### config.mk
export PLATFORM = sky130hd
export DESIGN_NAME = fifo_byte_serializer
export DESIGN_NICKNAME = d
export VERILOG_FILES = /design/src/rtl/fifo_byte_serializer.sv
export SDC_FILE = /design/constraint.sdc
export NUM_CORES = 1
export LEC_CHECK = 0
export ABC_CLOCK_PERIOD_IN_PS = 3400
export BUFFER_PORTS_ARGS = -buffer_cell sky130_fd_sc_hd__buf_4
export CORE_MARGIN = 2
export CORE_UTILIZATION = 40
export DETAILED_ROUTE_END_ITERATION = 10
export PLACE_DENSITY = 0.72
export SYNTH_ARGS = -nofsm -noshare
export SYNTH_HDL_FRONTEND = slang
export SYNTH_SLANG_ARGS = --single-unit
### constraint.sdc
create_clock -name clk -period 3.4 [get_ports clk]
set_clock_uncertainty 0.2 [all_clocks]
set_input_delay 0.17 -clock clk [delete_from_list [all_inputs] [get_ports clk]]
set_output_delay 0.17 -clock clk [all_outputs]
set_load 0.01 [all_outputs]
### src/rtl/fifo_byte_serializer.sv
// fifo_byte_serializer
//
// Purpose:
//   Sole read-side consumer of the synchronous FIFO (registered read data,
//   one-cycle read latency). Pops DATA_WIDTH-bit words and emits them as a
//   byte stream on a valid/ready master interface. m_last flags the final
//   byte of each word.
//
// Build option:
//   SER_MSB_FIRST_EN - when defined, bytes leave most-significant first.
//                      By default they leave least-significant first.
//                      Timing, handshake and counters are the same in both builds.
//
// Ports:
//   clk         system clock, rising edge
//   rst_n       synchronous active-low reset
//   fifo_empty  FIFO empty flag
//   fifo_data   FIFO registered read data, valid the cycle after a pop
//   fifo_cs     FIFO chip select, always equal to fifo_rd_en
//   fifo_rd_en  FIFO read request, one-cycle pulse per word
//   m_valid     byte valid
//   m_data      byte data
//   m_last      final byte of the current word
//   m_ready     sink ready; a byte transfers on m_valid && m_ready
//   busy        high whenever the controller is not IDLE
//   word_cnt    number of fully transmitted words (wraps)

module fifo_byte_serializer #(
    parameter int DATA_WIDTH = 32,
    parameter int BYTES      = DATA_WIDTH / 8,
    parameter int CNT_WIDTH  = 16
) (
    input  logic                  clk,
    input  logic                  rst_n,
    input  logic                  fifo_empty,
    input  logic [DATA_WIDTH-1:0] fifo_data,
    output logic                  fifo_cs,
    output logic                  fifo_rd_en,
    output logic                  m_valid,
    output logic [7:0]            m_data,
    output logic                  m_last,
    input  logic                  m_ready,
    output logic                  busy,
    output logic [CNT_WIDTH-1:0]  word_cnt
);

    localparam int IDX_W = $clog2(BYTES);
    localparam logic [IDX_W-1:0] LAST_IDX = IDX_W'(BYTES - 1);

    typedef enum logic [1:0] {
        IDLE = 2'd0,
        REQ  = 2'd1,
        CAP  = 2'd2,
        SEND = 2'd3
    } state_t;

    state_t                state;
    logic [DATA_WIDTH-1:0] word_reg;
    logic [IDX_W-1:0]      idx;
    logic [IDX_W-1:0]      next_idx;

    assign next_idx = idx + 1'b1;

    // The chip select and read enable are the same pulse.
    assign fifo_cs = fifo_rd_en;
    assign busy    = (state != IDLE);

    // Byte k of a word in transmission order.
    function automatic logic [7:0] get_byte(input logic [DATA_WIDTH-1:0] w,
                                            input logic [IDX_W-1:0]      k);
`ifdef SER_MSB_FIRST_EN
        get_byte = w[DATA_WIDTH-1-8*int'(k) -: 8];
`else
        get_byte = w[8*int'(k) +: 8];
`endif
    endfunction

    // Controller: IDLE -> REQ (pop) -> CAP (data arrives) -> SEND (bytes out).
    // m_data/m_last are loaded one byte ahead, so they only change on a
    // handshake edge and stay stable while the sink stalls. After the last
    // byte the controller goes straight to REQ if more words are waiting,
    // giving BYTES+2 cycles per word.
    always_ff @(posedge clk) begin
        if (!rst_n) begin
            state      <= IDLE;
            fifo_rd_en <= 1'b0;
            m_valid    <= 1'b0;
            m_data     <= 8'h00;
            m_last     <= 1'b0;
            word_cnt   <= '0;
            word_reg   <= '0;
            idx        <= '0;
        end else begin
            case (state)
                IDLE: begin
                    if (!fifo_empty) begin
                        state      <= REQ;
                        fifo_rd_en <= 1'b1;
                    end
                end

                REQ: begin
                    state      <= CAP;
                    fifo_rd_en <= 1'b0;
                end

                // FIFO read data is valid during this cycle.
                CAP: begin
                    word_reg <= fifo_data;
                    idx      <= '0;
                    m_valid  <= 1'b1;
                    m_data   <= get_byte(fifo_data, '0);
                    m_last   <= 1'b0;
                    state    <= SEND;
                end

                SEND: begin
                    if (m_ready) begin
                        if (idx == LAST_IDX) begin
                            word_cnt <= word_cnt + 1'b1;
                            m_valid  <= 1'b0;
                            m_data   <= 8'h00;
                            m_last   <= 1'b0;
                            if (!fifo_empty) begin
                                state      <= REQ;
                                fifo_rd_en <= 1'b1;
                            end else begin
                                state <= IDLE;
                            end
                        end else begin
                            idx    <= next_idx;
                            m_data <= get_byte(word_reg, next_idx);
                            m_last <= (next_idx == LAST_IDX);
                        end
                    end
                end

                default: begin
                    state <= IDLE;
                end
            endcase
        end
    end

endmodule

; ---- After elaboration in Yosys (flattened, before gate mapping)
; Cells that the tools add are included.
[totals]
word_cells = 51
register_bits = 63
inputBits = 36
output_inout_bits = 29
[op_classes]
n_mux = 21
n_shift = 1
addsub = 2
reduce_logical = 10
eq_ne = 9
[op_table]
columns = op, count
row1 = 32-bit by 6-bit indexed part select with 8-bit output, 1
row2 = "16-bit by 1-bit adder with 16-bit output, second input constant", 1
row3 = 8-bit 2-to-1 mux, 2
row4 = 8-bit one-hot mux with 2 select lines, 1
row5 = 3-bit AND reduction, 5
row6 = 2-bit 2-to-1 mux, 5
row7 = "2-bit equality test, second input constant", 4
row8 = 1-bit 2-to-1 mux, 8
row9 = "2-bit != test, second input constant", 4
row10 = 2-bit one-hot mux with 4 select lines, 1
row11 = 1-bit one-hot mux with 2 select lines, 2
row12 = 2-bit one-hot mux with 2 select lines, 1
row13 = 2-bit nonzero test, 2
row14 = 1-bit one-hot mux with 3 select lines, 1
row15 = 3-bit nonzero test, 1
row16 = "2-bit by 1-bit adder with 2-bit output, second input constant", 1
row17 = "2-bit by 1-bit equality test with 1-bit output, second input constant", 1
row18 = 2-bit zero test, 1
row19 = 2-bit AND reduction, 1

; ---- Logic depth before layout (Yosys ltp)
; Gate-level depths: netlist (run 1).
[logic_depth]
word_depth = 5
ltp_mapped = 7

; ---- Least setup slack after synthesis (run 1)
; OpenSTA, ideal clock, no wires.
[synth_path]
path_type = register to register
from = register idx[0]
to = register m_data[0]
slack_ps = 1319
path_buffers = 2
path_stages_with_launch = 8
arrival_time_ps = 1749
setup_time_ps = 132
cell_sequence = dfxtp_1 -> buf_2 -> inv_1 -> ha_1 -> clkbuf_1 -> mux4_2 -> a21oi_1 -> a21oi_1
[synth_via]
elab_chain_len = 5
word_cells_on_any_way = 6
classes_between = add/sub (1) / eq/ne (1) / shift (1) / mux (3)
[synth_lines]
columns = item, line_no
row1 = "start, declared", 59  ; logic [IDX_W-1:0] idx;
row2 = "start signal, assigned", 131  ; idx <= next_idx;
row3 = 2-bit by 1-bit adder with 2-bit output, 62  ; assign next_idx = idx + 1'b1;
row4 = 32-bit by 6-bit indexed part select with 8-bit output, 74  ; get_byte = w[8*int'(k) +: 8];
row5 = 8-bit 2-to-1 mux *, 119  ; if (idx == LAST_IDX) begin
row6 = 8-bit 2-to-1 mux *, 118  ; if (m_ready) begin
row7 = 8-bit one-hot mux with 2 select lines *, 94  ; case (state)
row8 = "end signal, assigned", 112  ; m_data <= get_byte(fifo_data, '0);
row9 = "end signal, assigned", 132  ; m_data <= get_byte(word_reg, next_idx);
row10 = "end, declared", 40  ; output logic [7:0] m_data,
; Mark *: on every way between the ends. The rest lies on a longest branch, timed or not. The select of a mux whose other input is x is not followed.
; A chain may end at the register's enable or synchronous reset.

; ---- Worst setup path in the final report (run 1)
[layout_path]
from = register state[1]
to = register word_cnt[15]
[layout_via]
elab_chain_len = 2
[layout_lines]
columns = item, line_no
row1 = "start, declared", 57  ; state_t state;
row2 = "start signal, assigned", 85  ; state <= IDLE;
row3 = "start signal, assigned", 97  ; state <= REQ;
row4 = "start signal, assigned", 103  ; state <= CAP;
row5 = 2-bit equality test, 94
row6 = 3-bit AND reduction (no source line), --
row7 = "end signal, assigned", 120  ; word_cnt <= word_cnt + 1'b1;
row8 = "end, declared", 44  ; output logic [CNT_WIDTH-1:0] word_cnt
; No other way between the ends.

==> metrics, run 1 <==
fillers 575; r2r worst-path depth 5; WS Path Type reg2reg; # port buffers 64; initial antenna violation count 0; maximum vdd drop 310 uV; Final period util 0.727; CP startpoint state[1]; Power Dens Cells ~630 nW/um^2; setup ws final ~0.93 ns; H-tree depth 3; Yosys warnings 0; Place WS just under 1 ns; fin. max-slew vios 0; share of the yosys chip area belonging to registers 0.447; combinational power share 0.320; final net count approximately 430; Slew @ Worst Pin between 0.8 and 0.9 ns; chip height around 88 um; main combinational cell family by area after synthesis multiplexers; leak pwr 1.59 nW; largest net degree at the start of global routing 54; Die Width approximately 88 um; CP Launch Type register; area grow syn2layout 38.8%; Arr. time, crit path approximately 2.5 ns; switch share 0.306; GR Util All Layers 0.187; Post-DP HPWL between 4000 and 5000 um; setup TNS 0 ns; clock buffer depth 2; drt first-iter violations roughly 120; cell count after placement between 400 and 500; CP endpoint word_cnt[15]; Adder-Cell Fraction of Synth Area 0.0399; Reg area 1260 um^2; Residual DRC 0; final std cells w/o fill roughly 490; number of global-route vias before repair around 2300; area of the mapped netlist 2820 um^2; Synth Area in XOR/XNOR 0.0217; vias post-DR between 2000 and 2500; Max Cap Viol 0; Synth Register Bits between 60 and 70; average size of a mapped cell roughly 9.6 um^2; wirelength, routed 6780 um; # IOs 65; Pre-Repair DR Iteration Count 4; area share of and/or/nand/nor cells after synthesis 0.160; later-pin clock latency in the skew report 0.33 ns; Final setup viols 0; outcome completed; top post-synthesis cells by count dfxtp_1 (63), nor2_1 (43), mux2i_1 (34); CP endpoint kind register; max reg flops 32; Num CTS Buffers 9; die area between 7000 and 8000 um^2; P_int between 1.5 and 2 mW; Post-DRT Antenna Nets 0; Num Clock Sinks between 60 and 70; Highest Clock Rate between 400 and 500 MHz; Remaining Overflow, GRT 0; CORE AREA about 6800 um^2; syn nets ~340; ys flop type dfxtp_1; share of the synthesized area in the top cell type 0.447; clock power share 0.284; Fin Hold WS 0.0815 ns; routed length per instance ~14 um; Final min period approximately 2.5 ns; post-synthesis async set-or-reset flop share 0; Yosys top cell by area dfxtp_1; worst r2r dst word_cnt[15]; multi-input logic area between 1000 and 1500 um^2; Final Hold Vio Count 0; layout cells sized above 1 0.236; Max-Slew Margin vs Limit 0.403; mux share of post-synthesis cell area 0.185; Critical Path RT around 3.5 ns; Final Util 0.576; post-CTS sizing 0; Distinct cells, synth 37; Max FO, Critical Path 12; launching point of the worst reg2reg path state[1]; Cells after Synth around 290; Row Count 30; Area contributors post-synth dfxtp_1 (45%), mux2i_1 (12%), mux4_2 (6.4%); cell with the most instances after synthesis dfxtp_1; RePlAce Congestion slightly below 0.8; CTS Root Cell clkbuf_8; RSZ-0062 raised after global routing false; Flop pwr share 0.396; Ant. Diodes 0; CTS tree built; starting density of the core 0.415; first-pass GRT wire length between 10000 and 15000 um; compound-gate portion of the synthesized area 0.108; switching power between 0.7 and 0.8 mW; Vias per Instance between 4 and 5; number of synthesized flops with an enable pin 0; flop-to-flop setup slack 0.93 ns; Hold Path Class in2reg; clk slew on worst S/H paths roughly 0.070 ns
cells in the final DEF, fill, tap and decap left out, types with 7 or more instances in the layout:
cell and count:
ha_1 8, mux4_2 8, nor2b_1 8, or3_1 8, buf_4 66, a21oi_1 29
nor2_1 43, clkbuf_8 10, dlygate4sd3_1 34, o21ai_0 18, mux2i_1 34, inv_1 7
dfxtp_1 63, nand2_1 7
metal layers:
layer	part of all wire	vias to the layer above	track usage
met4	0.024	0	0.101
met1	0.44	1136	0.245
met5	0	-	0
met3	0.038	13	0.0311
li1	-	1207	-
met2	0.50	58	0.295
kinds of logic after synthesis:
logic type,Yosys count
compound gates,55
xor+xnor,7
fa+ha+maj,9
buf+inv,26
flops,63
mux,42
simple gates,91
power groups by stage:
stage / Clock (mW) / Sequential, mW / Combinational [mW]
after detailed placement: 0 / 0.995 / 0.758
after global placement: 0 / 0.988 / 0.739
after CTS: 0.715 / 0.980 / 0.792
final: 0.703 / 0.980 / 0.790
after floorplan: 0 / 0.998 / 0.509
after global routing: 0.751 / 1.00 / 0.876
critical path, stage by stage, from the launching register on:
cell and delay, ns:
dfxtp_1 0.43, ha_1 0.45, nand2_2 0.14, or4_1 0.65, or3_1 0.38, a21oi_1 0.14
cell type report:
type / instances / share of cell area
clock buffers: 11 / 0.0361
inverters: 8 / 0.00768
multi-input cells: 204 / 0.372
clock inverters: 4 / 0.0179
repair buffers: 100 / 0.214
well taps: 96 / 0.0307
flip-flops and latches: 63 / 0.322
worst min-delay path by stage:
stage | start | depth (start not counted) | to
2_1_floorplan | fifo_data[10] | 2 | word_reg[10]
3_3_place_gp | fifo_data[19] | 3 | word_reg[19]
3_5_place_dp | fifo_data[13] | 3 | word_reg[13]
4_1_cts | fifo_empty | 4 | fifo_cs
5_1_grt | fifo_empty | 4 | fifo_cs
6_report | fifo_empty | 4 | fifo_cs
metrics by stage:
step                      power (mW)  area [um^2]
after floorplan                 1.51         2820
after global placement          1.73         3360
after detailed placement        1.75         3360
after CTS                       2.49         3910
after global routing            2.63         3910
final                           2.47         3910
repair_timing:
item	4_1_cts	5_1_grt
setup buffers	0	0
hold buffers	34	0
hold endpoints to repair	43	0
Note: power is estimated with default switching activity, not from simulation.
==> inputs of run 2 (changes only) <==
- ABC_CLOCK_PERIOD_IN_PS: 3400 -> 2300
- clock period: 3.4 -> 2.3 ns (I/O delays scaled with it)
==> run 2 against run 1 <==
Net effect: power up 49%; count of clock-buffer cells in the layout down 1; utilization up 0.92 points; cell area increased by 1.6%; first-iteration DRC count unchanged; critical path depth increased by 1; critical path type unchanged; combinational power up 52%; non-clock buffer count is 6 higher.
==> metrics, run 2 (synthesis results as in run 1) <==
Max Cap Viol 0 (unchanged); number of global-route vias before repair 2317 (+1.4%); flop-to-flop setup slack 0.15 ns (-0.78 ns); CTS tree built; initial antenna violation count 0 (unchanged); Post-DP HPWL 4340 um (+0.11%); Final setup viols 0 (unchanged); Die Width 88.0 um (unchanged); outcome completed; Highest Clock Rate 464 MHz (+15%); max reg flops 32 (unchanged); Ant. Diodes 0 (unchanged); layout cells sized above 1 0.252 (+0.0160); Post-DRT Antenna Nets 0 (unchanged); RSZ-0062 raised after global routing false; Num Clock Sinks 63 (unchanged); WHS Endpoint fifo_cs; # IOs 65 (unchanged); Vias per Instance 4.93 (-0.77%); Hold Path Class in2reg; CP startpoint state[1]; clk slew on worst S/H paths 0.07 ns (about the same); CP Launch Type register; die area 7740 um^2 (unchanged); later-pin clock latency in the skew report 0.33 ns (about the same); drt first-iter violations 117 (unchanged); CORE AREA 6790 um^2 (unchanged); Residual DRC 0 (unchanged); Num CTS Buffers 9 (unchanged); fin. max-slew vios 0 (unchanged); most common cell after layout, fill and taps aside buf_4; Row Count 30 (unchanged); most frequent cells in the layout buf_4 (71), dfxtp_1 (63), nor2_1 (43); worst r2r dst word_cnt[14]; Final Cell Area 3980 um^2 (+1.6%); chip height 88.0 um (unchanged); H-tree depth 3 (unchanged); Final period util 0.937 (+0.209); RePlAce Congestion 0.791 (+2.9%); Max-Slew Margin vs Limit 0.619 (+0.216); routed length per instance 13.7 um (-1.8%); WS Path Type reg2reg; Final min period 2.15 ns (-0.318 ns); wirelength, routed 6750 um (-0.43%); starting density of the core 0.415 (unchanged); area grow syn2layout 41.0%; CP endpoint kind register; # port buffers 64 (unchanged); total power draw 3.70 mW (+49%); final net count 437 (+1.4%); clock buffer depth 2 (unchanged); Pre-Repair DR Iteration Count 4 (unchanged); launching point of the worst reg2reg path state[1]; largest net degree at the start of global routing 54 (unchanged); Hold Crit Start fifo_empty; vias post-DR 2430 (+0.66%); Arr. time, crit path 2.22 ns (-0.31 ns); r2r worst-path depth 6 (+1); Slew @ Worst Pin 0.571 ns (-0.322 ns); first-pass GRT wire length 11000 um (unchanged); Critical Path RT 2.36 ns (-1.10 ns); leak pwr 1.62 nW (+1.9%); hold path depth 4 (unchanged); GR Util All Layers 0.183 (-0.00403); Remaining Overflow, GRT 0 (unchanged); setup TNS 0 ns (unchanged); Final Hold Vio Count 0 (unchanged); Power Dens Cells 930 nW/um^2 (+47%); maximum vdd drop 402 uV (+30%); Max FO, Critical Path 11 (-1); fillers 574 (-0.17%); CTS Root Cell clkbuf_8; placed cell area 3420 um^2 (+1.7%)
## run 2: changes by cell type in the layout (fill, tap and decap cells not counted)
cell | previous run | this run
clkinvlp_4 | 0 | 2
buf_4 | 66 | 71
or4_4 | 0 | 1
buf_12 | 0 | 1
clkbuf_8 | 10 | 9
or4_1 | 1 | 0
## run 2: final cells by class
class                      instances  area (um^2)  area share
sequential                        63         1260       0.317
inverter                           8         30.0     0.00755
timing repair buffer             106          893       0.225
clock buffer                      10          128      0.0321
clock inverter                     6         85.1      0.0214
multi-input combinational        204         1460       0.367
tap                               96          120      0.0302
## run 2: worst max-delay path: stages, from the launching register on
cell and delay, ns:
dfxtp_1 0.45, ha_1 0.26, buf_4 0.20, and4_1 0.22, nand4_1 0.24, or3_1 0.39, a21oi_1 0.13
## run 2: timing repair
action                     in CTS  in global routing
buffers inserted                0                  0
setup endpoints to repair       0                  2
hold endpoints to repair       43                  0
hold buffers                   34                  0
gates resized for setup         0                  1
## run 2: worst max-delay path by stage
| stage | to | slack (ns) |
|---|---|---|
| after floorplan | m_data[0] | 0.22 |
| after global placement | word_cnt[15] | 0.22 |
| after detailed placement | word_cnt[15] | 0.18 |
| after CTS | word_cnt[15] | 0.11 |
| after global routing | word_cnt[14] | 0.0008 |
| final | word_cnt[14] | 0.15 |
## run 2: where the power goes
group	switching (mW)	internal [mW]	total [mW]
logic	0.579	0.620	1.20
registers	0.140	1.32	1.46
clock network	0.435	0.607	1.04
total	1.15	2.54	3.70
## run 2: stage by stage
stage	std cells	worst slack, ns	util	hold slack (ns)
after floorplan	293	0.219	-	0.0619
after global placement	443	0.220	0.503	0.147
after detailed placement	443	0.180	0.503	0.158
after CTS	493	0.112	0.585	0.00961
after global routing	493	0.000783	0.585	0.0381
final	493	0.145	0.585	0.0204
## run 2: routing by layer
| layer | share of wire | GRT usage | wire (um) | vias to the layer above |
|---|---|---|---|---|
| met1 | 0.47 | 0.238 | 3190 | 1152 |
| li1 | - | - | - | 1225 |
| met4 | 0.013 | 0.0671 | 87 | 0 |
| met5 | 0 | 0 | 0 | - |
| met3 | 0.032 | 0.0339 | 214 | 8 |
| met2 | 0.48 | 0.303 | 3260 | 45 |
